**config.mk**
```make
export PLATFORM = sky130hd
export DESIGN_NAME = procb_thread_sched_flat
export DESIGN_NICKNAME = d
export VERILOG_FILES = /design/src/rtl/procb_thread_sched_pkg.sv /design/src/rtl/procb_thread_sched_if.sv /design/src/rtl/procb_thread_sched_rr_select.sv /design/src/rtl/procb_thread_sched.sv /design/src/flat_wrapper.sv
export SDC_FILE = /design/constraint.sdc
export NUM_CORES = 1
export LEC_CHECK = 0
export BUFFER_PORTS_ARGS = -buffer_cell sky130_fd_sc_hd__buf_2
export CAP_MARGIN = 25
export CORE_UTILIZATION = 55
export CTS_CLUSTER_SIZE = 8
export DETAILED_ROUTE_END_ITERATION = 7
export HOLD_SLACK_MARGIN = 0.03
export PLACE_DENSITY = 0.86
export RECOVER_POWER = 25
export SKIP_CTS_REPAIR_TIMING = 1
export SYNTH_ARGS = -nofsm -noshare
export SYNTH_HDL_FRONTEND = slang
export SYNTH_SLANG_ARGS = --single-unit
```
**constraint.sdc**
```tcl
create_clock -name CLK -period 12.4 [get_ports CLK]
set_clock_uncertainty 0.05 [all_clocks]
set_input_delay 0.62 -clock CLK [delete_from_list [all_inputs] [get_ports CLK]]
set_output_delay 0.62 -clock CLK [all_outputs]
set_load 0.02 [all_outputs]
```
**src/rtl/procb_thread_sched_pkg.sv**
```systemverilog
// Shared types for the process_bytes thread scheduler: per-thread lifecycle
// encoding and the width of the procb_saved_state word.
package procb_thread_sched_pkg;

    localparam int PROCB_SAVE_MSB = 63;

    typedef enum logic [1:0] {
        TS_IDLE  = 2'd0,
        TS_READY = 2'd1,
        TS_BUSY  = 2'd2,
        TS_DONE  = 2'd3
    } thr_state_t;

endpackage

```
**src/rtl/procb_thread_sched_if.sv**
```systemverilog
// Loader / process_bytes / consumer / memory-write bundle of the thread scheduler.
// The slave modport is the scheduler side.
interface procb_thread_sched_if #(
    parameter int N_THREADS_MSB = 3
);
    import procb_thread_sched_pkg::*;

    logic                     load_en;
    logic [N_THREADS_MSB:0]   load_thread_num;
    logic [PROCB_SAVE_MSB:0]  load_din;
    logic                     load_ready;
    logic                     save_en;
    logic [N_THREADS_MSB:0]   save_thread_num;
    logic [PROCB_SAVE_MSB:0]  save_din;
    logic                     save_done;
    logic                     release_en;
    logic [N_THREADS_MSB:0]   release_thread_num;
    logic                     sched_valid;
    logic [N_THREADS_MSB:0]   sched_thread_num;
    logic                     sched_ready;
    logic                     mem_wr_en;
    logic [N_THREADS_MSB:0]   mem_wr_thread_num;
    logic [PROCB_SAVE_MSB:0]  mem_wr_din;
    logic [N_THREADS_MSB+1:0] ready_cnt;

    modport master (
        output load_en, load_thread_num, load_din,
        output save_en, save_thread_num, save_din, save_done,
        output release_en, release_thread_num, sched_ready,
        input  load_ready, sched_valid, sched_thread_num,
        input  mem_wr_en, mem_wr_thread_num, mem_wr_din, ready_cnt
    );

    modport slave (
        input  load_en, load_thread_num, load_din,
        input  save_en, save_thread_num, save_din, save_done,
        input  release_en, release_thread_num, sched_ready,
        output load_ready, sched_valid, sched_thread_num,
        output mem_wr_en, mem_wr_thread_num, mem_wr_din, ready_cnt
    );

endinterface

```
**src/rtl/procb_thread_sched_rr_select.sv**
```systemverilog
// Round-robin priority encoder: first set bit of ready_mask at or after ptr,
// wrapping modulo N_THREADS (power of 2).
module procb_rr_select #(
    parameter int N_THREADS     = 16,
    parameter int N_THREADS_MSB = $clog2(N_THREADS) - 1
) (
    input  logic [N_THREADS-1:0] ready_mask,
    input  logic [N_THREADS_MSB:0] ptr,
    output logic                 found,
    output logic [N_THREADS_MSB:0] idx
);

    logic [N_THREADS_MSB:0] cand;

    always_comb begin
        found = 1'b0;
        idx   = '0;
        cand  = '0;
        for (int i = 0; i < N_THREADS; i++) begin
            cand = ptr + (N_THREADS_MSB+1)'(i);
            if (!found && ready_mask[cand]) begin
                found = 1'b1;
                idx   = cand;
            end
        end
    end

endmodule

```
**src/rtl/procb_thread_sched.sv**
```systemverilog
// Thread lifecycle tracker, round-robin grant to process_bytes and saved-state
// write-port arbiter. Optional sticky sched_err under PROCB_SCHED_CHECK_EN.
module procb_thread_sched
    import procb_thread_sched_pkg::*;
#(
    parameter int N_THREADS     = 16,
    parameter int N_THREADS_MSB = $clog2(N_THREADS) - 1
) (
    input  logic CLK,
    input  logic RESET_N,
    procb_thread_sched_if.slave bus
`ifdef PROCB_SCHED_CHECK_EN
    ,
    output logic sched_err
`endif
);

    thr_state_t               st_q [N_THREADS];
    thr_state_t               st_d [N_THREADS];
    logic [N_THREADS_MSB:0]   ptr_q;
    logic                     sched_vld_p1;
    logic [N_THREADS_MSB:0]   sched_num_p1;
    logic                     mem_wr_en_p1;
    logic [N_THREADS_MSB:0]   mem_wr_num_p1;
    logic [PROCB_SAVE_MSB:0]  mem_wr_din_p1;
    logic [N_THREADS_MSB+1:0] ready_cnt_p1;
    logic [N_THREADS_MSB+1:0] ready_cnt_d;
    logic [N_THREADS-1:0]     ready_mask;
    logic                     rr_found;
    logic [N_THREADS_MSB:0]   rr_idx;
    logic                     hs;
    logic                     load_ok;
    logic                     save_ok;
    logic                     rel_ok;

    // Save owns the write port; a colliding load is refused and must be held.
    assign bus.load_ready = !bus.save_en;
    assign hs      = sched_vld_p1 && bus.sched_ready;
    assign load_ok = bus.load_en && !bus.save_en && (st_q[bus.load_thread_num] == TS_IDLE);
    assign save_ok = bus.save_en && (st_q[bus.save_thread_num] == TS_BUSY);
    assign rel_ok  = bus.release_en && (st_q[bus.release_thread_num] == TS_DONE);

    always_comb begin
        for (int i = 0; i < N_THREADS; i++) st_d[i] = st_q[i];
        if (load_ok) st_d[bus.load_thread_num]    = TS_READY;
        if (hs)      st_d[sched_num_p1]           = TS_BUSY;
        if (save_ok) st_d[bus.save_thread_num]    = bus.save_done ? TS_DONE : TS_READY;
        if (rel_ok)  st_d[bus.release_thread_num] = TS_IDLE;
        ready_cnt_d = '0;
        ready_mask  = '0;
        for (int i = 0; i < N_THREADS; i++) begin
            ready_mask[i] = (st_q[i] == TS_READY);
            if (st_d[i] == TS_READY) ready_cnt_d = ready_cnt_d + (N_THREADS_MSB+2)'(1);
        end
    end

    procb_rr_select #(
        .N_THREADS     (N_THREADS),
        .N_THREADS_MSB (N_THREADS_MSB)
    ) u_rr (
        .ready_mask (ready_mask),
        .ptr        (ptr_q),
        .found      (rr_found),
        .idx        (rr_idx)
    );

    always_ff @(posedge CLK or negedge RESET_N) begin
        if (!RESET_N) begin
            for (int i = 0; i < N_THREADS; i++) st_q[i] <= TS_IDLE;
            ready_cnt_p1 <= '0;
        end else begin
            for (int i = 0; i < N_THREADS; i++) st_q[i] <= st_d[i];
            ready_cnt_p1 <= ready_cnt_d;
        end
    end

    // Offer is latched and held until taken; a grant forces one bubble so the
    // next pick sees the granted thread already BUSY and the advanced pointer.
    always_ff @(posedge CLK or negedge RESET_N) begin
        if (!RESET_N) begin
            ptr_q        <= '0;
            sched_vld_p1 <= 1'b0;
            sched_num_p1 <= '0;
        end else if (hs) begin
            sched_vld_p1 <= 1'b0;
            ptr_q        <= sched_num_p1 + (N_THREADS_MSB+1)'(1);
        end else if (!sched_vld_p1 && rr_found) begin
            sched_vld_p1 <= 1'b1;
            sched_num_p1 <= rr_idx;
        end
    end

    always_ff @(posedge CLK or negedge RESET_N) begin
        if (!RESET_N) begin
            mem_wr_en_p1  <= 1'b0;
            mem_wr_num_p1 <= '0;
            mem_wr_din_p1 <= '0;
        end else begin
            mem_wr_en_p1 <= save_ok || load_ok;
            if (save_ok) begin
                mem_wr_num_p1 <= bus.save_thread_num;
                mem_wr_din_p1 <= bus.save_din;
            end else if (load_ok) begin
                mem_wr_num_p1 <= bus.load_thread_num;
                mem_wr_din_p1 <= bus.load_din;
            end
        end
    end

    assign bus.sched_valid       = sched_vld_p1;
    assign bus.sched_thread_num  = sched_num_p1;
    assign bus.mem_wr_en         = mem_wr_en_p1;
    assign bus.mem_wr_thread_num = mem_wr_num_p1;
    assign bus.mem_wr_din        = mem_wr_din_p1;
    assign bus.ready_cnt         = ready_cnt_p1;

`ifdef PROCB_SCHED_CHECK_EN
    logic err_ev;

    assign err_ev = (bus.load_en && bus.load_ready && (st_q[bus.load_thread_num] != TS_IDLE))
                 || (bus.save_en && (st_q[bus.save_thread_num] != TS_BUSY))
                 || (bus.release_en && (st_q[bus.release_thread_num] != TS_DONE))
                 || (bus.sched_ready && !sched_vld_p1);

    always_ff @(posedge CLK or negedge RESET_N) begin
        if (!RESET_N)    sched_err <= 1'b0;
        else if (err_ev) sched_err <= 1'b1;
    end
`endif

endmodule

```
**src/flat_wrapper.sv**
```systemverilog
// flat-port wrapper written by rule: the top's interface ports become plain ports
module procb_thread_sched_flat import procb_thread_sched_pkg::*;
#(
    parameter int N_THREADS     = 16,
    parameter int N_THREADS_MSB = $clog2(N_THREADS) - 1
)
  (CLK, RESET_N, bus_load_en, bus_load_thread_num, bus_load_din, bus_save_en, bus_save_thread_num, bus_save_din, bus_save_done, bus_release_en, bus_release_thread_num, bus_sched_ready, bus_load_ready, bus_sched_valid, bus_sched_thread_num, bus_mem_wr_en, bus_mem_wr_thread_num, bus_mem_wr_din, bus_ready_cnt);
  procb_thread_sched_if #(.N_THREADS_MSB(N_THREADS_MSB)) bus_i ();
  input  logic CLK;
  input  logic RESET_N;
  input wire logic [$bits(bus_i.load_en)-1:0] bus_load_en;
  input wire logic [$bits(bus_i.load_thread_num)-1:0] bus_load_thread_num;
  input wire logic [$bits(bus_i.load_din)-1:0] bus_load_din;
  input wire logic [$bits(bus_i.save_en)-1:0] bus_save_en;
  input wire logic [$bits(bus_i.save_thread_num)-1:0] bus_save_thread_num;
  input wire logic [$bits(bus_i.save_din)-1:0] bus_save_din;
  input wire logic [$bits(bus_i.save_done)-1:0] bus_save_done;
  input wire logic [$bits(bus_i.release_en)-1:0] bus_release_en;
  input wire logic [$bits(bus_i.release_thread_num)-1:0] bus_release_thread_num;
  input wire logic [$bits(bus_i.sched_ready)-1:0] bus_sched_ready;
  output wire logic [$bits(bus_i.load_ready)-1:0] bus_load_ready;
  output wire logic [$bits(bus_i.sched_valid)-1:0] bus_sched_valid;
  output wire logic [$bits(bus_i.sched_thread_num)-1:0] bus_sched_thread_num;
  output wire logic [$bits(bus_i.mem_wr_en)-1:0] bus_mem_wr_en;
  output wire logic [$bits(bus_i.mem_wr_thread_num)-1:0] bus_mem_wr_thread_num;
  output wire logic [$bits(bus_i.mem_wr_din)-1:0] bus_mem_wr_din;
  output wire logic [$bits(bus_i.ready_cnt)-1:0] bus_ready_cnt;
  assign bus_i.load_en = bus_load_en;
  assign bus_i.load_thread_num = bus_load_thread_num;
  assign bus_i.load_din = bus_load_din;
  assign bus_i.save_en = bus_save_en;
  assign bus_i.save_thread_num = bus_save_thread_num;
  assign bus_i.save_din = bus_save_din;
  assign bus_i.save_done = bus_save_done;
  assign bus_i.release_en = bus_release_en;
  assign bus_i.release_thread_num = bus_release_thread_num;
  assign bus_i.sched_ready = bus_sched_ready;
  assign bus_load_ready = bus_i.load_ready;
  assign bus_sched_valid = bus_i.sched_valid;
  assign bus_sched_thread_num = bus_i.sched_thread_num;
  assign bus_mem_wr_en = bus_i.mem_wr_en;
  assign bus_mem_wr_thread_num = bus_i.mem_wr_thread_num;
  assign bus_mem_wr_din = bus_i.mem_wr_din;
  assign bus_ready_cnt = bus_i.ready_cnt;
  procb_thread_sched #(.N_THREADS(N_THREADS), .N_THREADS_MSB(N_THREADS_MSB)) u_core (.CLK(CLK), .RESET_N(RESET_N), .bus(bus_i));
endmodule
```
==> results.md, run 1 <==
* #FFs+latches synth at 115
* Max FO, Critical Path at 8
* Tmin final at 11.02 ns
* Top cell type's share of synthesized area at 25.99%
* Total gr overflow at 0
* Status: finished with violations
* Clock latency on the worst-skew pair at 0.42 ns
* Area grow syn2layout at 16.79%
* Worst EP arrival at 11.27 ns
* Layout Nets at 1,678
* PortBufs at 226
* Max H-tree Level at 4
* CORE AREA at 0.01959 mm2
* Antenna violations before repair at 4
* Largest net degree at the start of global routing at 133
* # DRC at 0
* Total GRT Usage at 35.62%
* Mean Syn Cell Area at 8.300 um2
* Post-Syn Area at 0.01107 mm2
* Fraction of layout cells with a size suffix above 1 at 23.91%
* Netlist cell types at 100
* # clock sinks at 115
* DR vias at 11,340
* Die area at 0.02070 mm2
* Routed vias/inst at 6.354
* Global placement routability congestion at 1.002
* Warnings from Yosys at 0
* Vias in the first global route at 10,750
* Number of setup violations in the final report at 0
* Worst Tran Pin Value at 2.227 ns
* CP Class: register to register
* Slowest-stage cell, CP: dfrtp_1
* Dpl hpwl at 27.75 mm
* Clk slew on worst S/H paths at 0.07 ns
* CP peak stage delay at 0.52 ns
* Max Cap Viol at 3
* Total negative slack at 0 ns
* Primary FF master, synth: dfrtp_1
* Width of the die at 143.9 um
* Placement Rows at 51
* Worst hold path class: primary input to register
* Asr flop ratio synth at 100.0%
* CTS Buffer Depth at 2
* Clock Tree Root: clkbuf_16
* Fmax at 0.09078 GHz
* Biggest area consumer among synthesized cells: dfrtp_1
* Sequential element share of the synthesized area at 25.99%
* EDFF count, synth at 0
* Fin. Hold Viols at 0
* CP startpoint kind: register
* Initial Util at 56.52%
* Failing checks: capacitance limit, slew limit
* Die H at 143.9 um
* Synth Net Count at 1,507
* Routed Antenna Nets at 0
* Wirelength, routed at 36.52 mm
* CTS buffer count at 17
* Worst slew margin at -48.44%
* Top cell by count, worst path: ha_1
* RSZ-0062 raised after global routing: no
* Post-Syn Instances at 1,334
* # IOs at 227
* CTS tree: done
* Worst Path Required at 12.65 ns
* Final period util at 88.83%
* Synth area leaders: dfrtp_1, mux2i_1, mux4_2, nand2_1, o21ai_0
* First-pass GRT wire length at 56.66 mm
* Initial DRT Pass Iterations at 8
* Slew Viols, Final at 120
* 1st-iter DRT viols at 919
* Crit end category: register
* Routed length per instance at 20.46 um
==> cell usage in the layout (no fill, tap or decap), drive strengths merged, types with 5 or more instances in the layout <==
cell type,Yosys,final
inv,21,28
and3,14,14
xor2,26,26
clkbuf,64,20
mux2i,95,95
nand2,178,178
dfrtp,115,115
nor2b,41,41
and2,19,19
buf,21,234
a31oi,16,16
xnor2,33,33
a21o,8,8
nand3b,7,7
a21oi,70,70
clkinv,2,5
o31ai,8,8
or3,11,11
nor3b,6,6
nor4,17,17
a22oi,7,7
o22ai,6,6
o21ai,115,115
mux4,31,31
or2,11,11
o211ai,11,11
mux2,16,16
o221ai,6,6
nor2,88,88
a21boi,7,7
nand2b,25,25
nand3,51,51
ha,26,26
a2111oi,10,10
a211oi,7,7
nor3,55,55
nand4,16,16
==> sequential cells by signal, summed over array words and instances, names as in the netlist <==
register,flops
u_core.bus.sched_valid,1
u_core.bus.mem_wr_din,64
u_core.ptr_q,4
u_core.bus.mem_wr_en,1
u_core.bus.mem_wr_thread_num,4
u_core.bus.sched_thread_num,4
u_core.st_q,32
u_core.bus.ready_cnt,5
==> area by class of cell <==
cell class | instances | area (um2)
flip-flops and latches | 115 | 2878
clock buffers | 17 | 425.4
diodes | 2 | 5.005
clock inverters | 15 | 193.9
repair buffers | 237 | 1237
well taps | 265 | 331.6
fillers | 1706 | 6659
inverters | 23 | 86.33
multi-input cells | 1111 | 7774
==> stage by stage <==
| stage | utilization [%] | cells | setup WS, ns | cell area (um2) | hold slack, ns |
|---|---|---|---|---|---|
| global placement | 62.56 | 1747 | 1.644 | 12260 | 0.4721 |
| detailed placement | 62.60 | 1748 | 1.207 | 12260 | 0.4829 |
| CTS | 65.76 | 1780 | 1.628 | 12880 | 0.1256 |
| global route | 65.98 | 1783 | 0.5209 | 12930 | 0.3536 |
| finish | 66.01 | 1785 | 1.385 | 12930 | 0.3425 |
| floorplan | - | 1334 | 2.176 | 11070 | 0.2744 |
==> path summary, 6_finish.rpt <==
path                       slack [ns]  cells after the start                             from                         endpoint
setup / recovery                 1.38                     54                  u_core.st_q[19]          u_core.bus.ready_cnt[4]
hold / removal                   0.34                      3                 bus_save_din[44]        u_core.bus.mem_wr_din[44]
setup reg to reg                 1.38                     54                  u_core.st_q[19]          u_core.bus.ready_cnt[4]
hold reg to reg                  0.50                      2  u_core.bus.mem_wr_thread_num[0]  u_core.bus.mem_wr_thread_num[0]
max in group asynchronous        7.07                      3                          RESET_N          u_core.bus.ready_cnt[0]
min in group asynchronous        0.73                      1                          RESET_N                  u_core.st_q[25]
==> cells in the mapped netlist, types with 5 or more instances <==
cell,n
nand2_1,178
dfrtp_1,115
o21ai_0,108
mux2i_1,95
nor2_1,86
a21oi_1,70
clkbuf_1,62
nor3_1,54
nand3_1,49
nor2b_1,41
mux4_2,31
xnor2_1,29
ha_1,26
nand2b_1,25
xor2_1,24
inv_1,20
and2_1,18
a31oi_1,16
mux2_2,16
nand4_1,15
and3_1,14
nor4_1,13
o211ai_1,11
or3_1,11
buf_2,9
or2_2,9
a21o_1,8
buf_1,8
o31ai_1,8
a22oi_1,7
nand3b_1,7
o21ai_1,7
a2111oi_0,6
a211oi_1,6
o221ai_1,6
o22ai_1,6
a21boi_0,5
nor3b_1,5
==> cell families after synthesis <==
kind of cell	share of synthesized area [%]
and+or+nand+nor	25.61
xor gates and xnor gates	6.001
muxes	16.52
buffers and inverters	4.023
adders and majority gates	2.938
DFF	25.99
AOI/OAI and AO/OA	18.92
==> critical path: cells and delay by family (launching register included) <==
kind	cells	cell delay, ns
mux	3	0.33
buf+inv	1	0.07
fa+ha+maj	9	2.75
compound gates	18	3.34
simple gates	19	3.10
flops	1	0.52
xor+xnor	4	0.73
==> per-layer routing <==
metal  track usage, %  vias to the layer above  part of all wire [%]
met3            8.231                      137                   8.3
met2            57.56                      555                    47
met1            45.12                     5374                    40
met5                0                        -                 0.079
li1                 -                     5272                     -
met4            16.24                        4                   4.5
Power of run 1 is left out: the tool's default activity adds up to more than one toggle a clock period on the data nets, which glitch-free logic cannot reach.
==> run 2, diff against run 1 <==
Settings changed: CORE_MARGIN set to 5, CORE_UTILIZATION 55 to 51, PLACE_DENSITY 0.86 to 0.84.
Clock period 12.4 ns to 9.1 ns, I/O delays scaled along.
==> run 2 against run 1 <==
Against the previous run:
- the run ends with capacitance limit, slew limit, setup timing left
- sequential share of layout area shrank 1.9 points
- register-to-register slack got worse by 1.7 ns
- utilization is 0.47 points lower
- global-route usage shrank 4.4 points
- final cell count increased by 7.6%
- via count up 5.4%
- critical path depth shrank 1
- routed wire length increased by 10%
- worst setup slack worse by 1.7 ns
- fmax is 17% higher
- worst hold slack lost 0.16 ns
- count of clock-buffer cells in the layout unchanged
- critical endpoint unchanged
==> results.md, run 2 (synthesis results as in run 1) <==
* Worst hold path class: primary input to register
* Post-route setup slack at -0.3008 ns
* Fraction of layout cells with a size suffix above 1 at 32.18%
* Worst Path Required at 9.34 ns
* # DRC at 0
* CTS tree: done
* Final core area utilization at 65.54%
* PortBufs at 226
* Total GRT Usage at 31.20%
* Fin area at 0.01417 mm2
* # IOs at 227
* Tmin final at 9.401 ns
* Number of cells on the worst reg-to-reg path at 53
* Number of setup violations in the final report at 2
* Worst hold stages at 3
* Max FO, Critical Path at 7
* Fmax at 0.1064 GHz
* Fin. Hold Viols at 0
* R2R setup slack at -0.30 ns
* Total gr overflow at 0
* Area grow syn2layout at 27.98%
* Top cell by count, worst path: ha_1
* Width of the die at 157.3 um
* Status: finished with violations
* # clock sinks at 115
* Most frequent cells in the layout: buf_2, nand2_1, buf_4
* Final period util at 103.3%
* First-pass GRT wire length at 61.18 mm
* Dpl hpwl at 30.62 mm
* CP Class: register to register
* Largest net degree at the start of global routing at 140
* Initial Util at 51.21%
* Multi-input combinational cell area at 0.008093 mm2
* Slowest-stage cell, CP: mux4_2
* N_diodes at 0
* Worst R2R Start: u_core.st_q[13]
* Routed vias/inst at 6.221
* Clock Tree Root: clkbuf_16
* Hold_sp: bus_save_din[44]
* CTS Buffer Depth at 2
* Area after DPL at 0.01323 mm2
* Max H-tree Level at 4
* Max reg flops at 64
* Die area at 0.02476 mm2
* Global placement routability congestion at 1.057
* Vias in the first global route at 11,330
* Worst Tran Pin Value at 3.357 ns
* Clock latency on the worst-skew pair at 0.42 ns
* Failing checks: capacitance limit, slew limit, setup timing
* Most common cell after layout, fill and taps aside: buf_2
* CP peak stage delay at 0.47 ns
* Worst path top cell family by delay: adder cells
* DR vias at 11,950
* Worst slew margin at -123.8%
* Placement Rows at 54
* Endpoint, Worst Hold: u_core.bus.mem_wr_din[44]
* Layout Nets at 1,801
* RSZ-0062 raised after global routing: yes
* Clk slew on worst S/H paths at 0.07 ns
* Initial DRT Pass Iterations at 8
* CTS buffer count at 17
* 1st-iter DRT viols at 1,124
* Register Area at 0.002880 mm2
* Pre-CTS setup slack at -0.4892 ns
* CP startpoint kind: register
* RR Endpoint: u_core.bus.ready_cnt[4]
* Slew Viols, Final at 63
* Antenna violations before repair at 0
* Routed Antenna Nets at 0
* Fillers at 1,800
* Die H at 157.3 um
* Total negative slack at -0.5492 ns
* CORE AREA at 0.02162 mm2
* Wirelength, routed at 40.18 mm
* Routed length per instance at 20.91 um
* Crit end category: register
* Buf/Inv on CP at 1
* Max Cap Viol at 1
* Worst EP arrival at 9.64 ns
run 2: cell types whose count changed in the layout (fill, tap and decap cells not counted), sizes merged:
| cell | change |
|---|---|
| buf | +110 |
| clkbuf | +13 |
| inv | +3 |
| diode | -2 |
| bufinv | -1 |
| clkinv | -1 |
| clkinvlp | -1 |
run 2: routing by layer:
layer	track usage (%)	wire, um	up-vias
li1	-	-	5504
met4	13.89	1920	0
met2	52.90	19530	613
met1	39.19	15920	5696
met3	5.169	2812	138
met5	0	0	-
run 2: cell type report:
class / instances / area share (%)
Timing Repair Buffer: 360 / 15.17
Sequential cell: 115 / 20.33
Clock buffer: 17 / 3.002
Multi-Input combinational cell: 1111 / 57.11
Inverter: 23 / 0.6093
Clock inverter: 15 / 1.307
Tap cell: 280 / 2.472
run 2: worst max-delay path by stage:
stage                               to  cells past startpoint                       from
6_report       u_core.bus.ready_cnt[4]                     53            u_core.st_q[13]
5_1_grt        u_core.bus.ready_cnt[4]                     52            u_core.st_q[13]
4_1_cts        u_core.bus.ready_cnt[4]                     53            u_core.st_q[11]
3_5_place_dp   u_core.bus.ready_cnt[4]                     55     bus_save_thread_num[1]
3_3_place_gp   u_core.bus.ready_cnt[4]                     52     bus_save_thread_num[1]
2_1_floorplan  u_core.bus.ready_cnt[4]                     52  bus_release_thread_num[3]
run 2: stage by stage:
stage | hold slack [ns] | std cells
2_1_floorplan | 0.1094 | 1334
3_3_place_gp | 0.4720 | 1873
3_5_place_dp | 0.4925 | 1873
4_1_cts | 0.08952 | 1905
5_1_grt | 0.1830 | 1921
6_report | 0.1812 | 1921
run 2: worst reg2reg max path, delay by kind of cell (launching register included):
kind | cells | cell delay [ns]
AO/OA/AOI/OAI | 16 | 2.16
XOR/XNOR | 5 | 0.87
adder cells (fa/ha/maj) | 9 | 2.67
buffers and inverters | 1 | 0.04
flip-flops | 1 | 0.45
multiplexers | 4 | 0.84
AND/OR/NAND/NOR | 18 | 2.19
Power of run 2 is left out for the same reason.
==> run 3, diff against run 2 <==
Settings changed: CORE_UTILIZATION 51 to 55, PLACE_DENSITY 0.84 to 0.86.
Clock period 9.1 ns to 9.2 ns, I/O delays scaled along.
==> run 3 against run 2 <==
Against the previous run:
- utilization increased by 4.9 points
- die area shrank 6.8%
- register-to-register slack hardly changed
- worst hold slack lost 0.0048 ns
- the run still ends with capacitance limit, slew limit, setup timing left
- non-clock buffer count unchanged
- critical path type unchanged
- global-route usage rose by 2.3 points
- largest cell class unchanged
==> results.md, run 3 (synthesis results as in run 1) <==
* First-pass GRT wire length at 62.52 mm
* Tmin final at 9.514 ns
* CTS buffer count at 17
* Number of setup violations in the final report at 3
* Fin. Hold Viols at 0
* PortBufs at 226
* Slew Viols, Final at 62
* Initial DRT Pass Iterations at 6
* Worst hold path class: primary input to register
* RSZ-0062 raised after global routing: yes
* Slowest-stage cell, CP: mux4_2
* # clock sinks at 115
* Max FO, Critical Path at 5
* Initial Util at 55.25%
* Layout Nets at 1,801
* Failing checks: capacitance limit, slew limit, setup timing
* Fmax at 0.1051 GHz
* Max reg flops at 64
* Routed length per instance at 21.46 um
* Crit end category: register
* Fin cells at 1,911
* Global placement routability congestion at 1.042
* Worst Tran Pin Value at 3.497 ns
* CP Class: register to register
* CP peak stage delay at 0.47 ns
* Area grow syn2layout at 27.53%
* Die area at 0.02307 mm2
* Fin area at 0.01412 mm2
* Max H-tree Level at 4
* Vias in the first global route at 11,660
* Largest net degree at the start of global routing at 76
* Die H at 151.9 um
* Max Cap Viol at 1
* CORE AREA at 0.02004 mm2
* Final period util at 103.4%
* Worst slew margin at -133.1%
* Placement Rows at 52
* Fillers at 1,591
* Worst EP arrival at 9.77 ns
* Fraction of layout cells with a size suffix above 1 at 32.30%
* Post-route setup slack at -0.3139 ns
* Wirelength, routed at 41.02 mm
* Most common cell after layout, fill and taps aside: buf_2
* Clock latency on the worst-skew pair at 0.43 ns
* 1st-iter DRT viols at 1,078
* # DRC at 0
* Dpl hpwl at 31.50 mm
* CP startpoint kind: register
* Most frequent cells in the layout: buf_2, nand2_1, buf_4
* Clock Tree Root: clkbuf_16
* Total GRT Usage at 33.48%
* CTS Buffer Depth at 2
* Antenna violations before repair at 1
* CTS tree: done
* Routed Antenna Nets at 0
* N_diodes at 0
* Clk slew on worst S/H paths at 0.07 ns
* Dpl cells at 1,863
* Total gr overflow at 0
* Multi-input combinational cell area at 0.008102 mm2
* Area after DPL at 0.01319 mm2
* DR vias at 12,020
* Routed vias/inst at 6.288
* Worst Path Required at 9.46 ns
* Register Area at 0.002880 mm2
* Width of the die at 151.9 um
* # IOs at 227
* Status: finished with violations
[run 3: cell count changes in the layout (fill, tap and decap cells not counted), moves of 2 or more]
cell and delta:
clkinvlp_4 +2, a2111oi_4 -2, inv_6 -4, o21ai_4 +2, nand2_2 -2, a2111oi_2 +2, inv_8 +3
[run 3: final timing paths]
path | from | endpoint | slack [ns] | depth (start not counted)
max reg2reg | u_core.st_q[11] | u_core.bus.ready_cnt[4] | -0.31 | 53
max in group asynchronous | RESET_N | u_core.st_q[3] | 5.71 | 1
min | bus_save_din[52] | u_core.bus.mem_wr_din[52] | 0.18 | 3
min reg2reg | u_core.bus.mem_wr_din[58] | u_core.bus.mem_wr_din[58] | 0.52 | 2
max | u_core.st_q[11] | u_core.bus.ready_cnt[4] | -0.31 | 53
min in group asynchronous | RESET_N | u_core.bus.mem_wr_din[12] | 1.16 | 1
[run 3: final cells by class]
type | count | area share (%)
Timing Repair Buffer | 360 | 15.06
Inverter | 23 | 0.6114
Sequential cell | 115 | 20.40
Tap cell | 270 | 2.393
Multi-Input combinational cell | 1111 | 57.38
Clock buffer | 17 | 3.013
Clock inverter | 15 | 1.143
[run 3: stage by stage]
stage          setup slack [ns]  TNS, ns  utilization (%)  hold slack (ns)
2_1_floorplan         0.0007203        0                -           0.1144
3_3_place_gp            -0.2082  -0.3308            65.72           0.4697
3_5_place_dp            -0.6296   -1.559            65.82           0.4855
4_1_cts                 -0.5445   -1.214            68.74           0.1037
5_1_grt                 -0.6355   -1.658            70.46           0.1760
6_report                -0.3139  -0.6018            70.46           0.1764
[run 3: metal layers]
metal | up-vias | wire [um] | track usage [%]
met5 | - | 19 | 0
met4 | 2 | 2002 | 15.15
met3 | 146 | 2766 | 5.063
met2 | 590 | 20270 | 57.60
met1 | 5778 | 15960 | 41.64
li1 | 5500 | - | -
[run 3: worst max-delay path: cells and delay by family (launching register included)]
family,cells,cell delay (ns)
flops,1,0.45
compound gates,17,2.36
buf+inv,1,0.04
simple gates,18,2.27
mux,4,0.82
fa+ha+maj,9,2.63
xor+xnor,4,0.77
Power of run 3 is left out for the same reason.
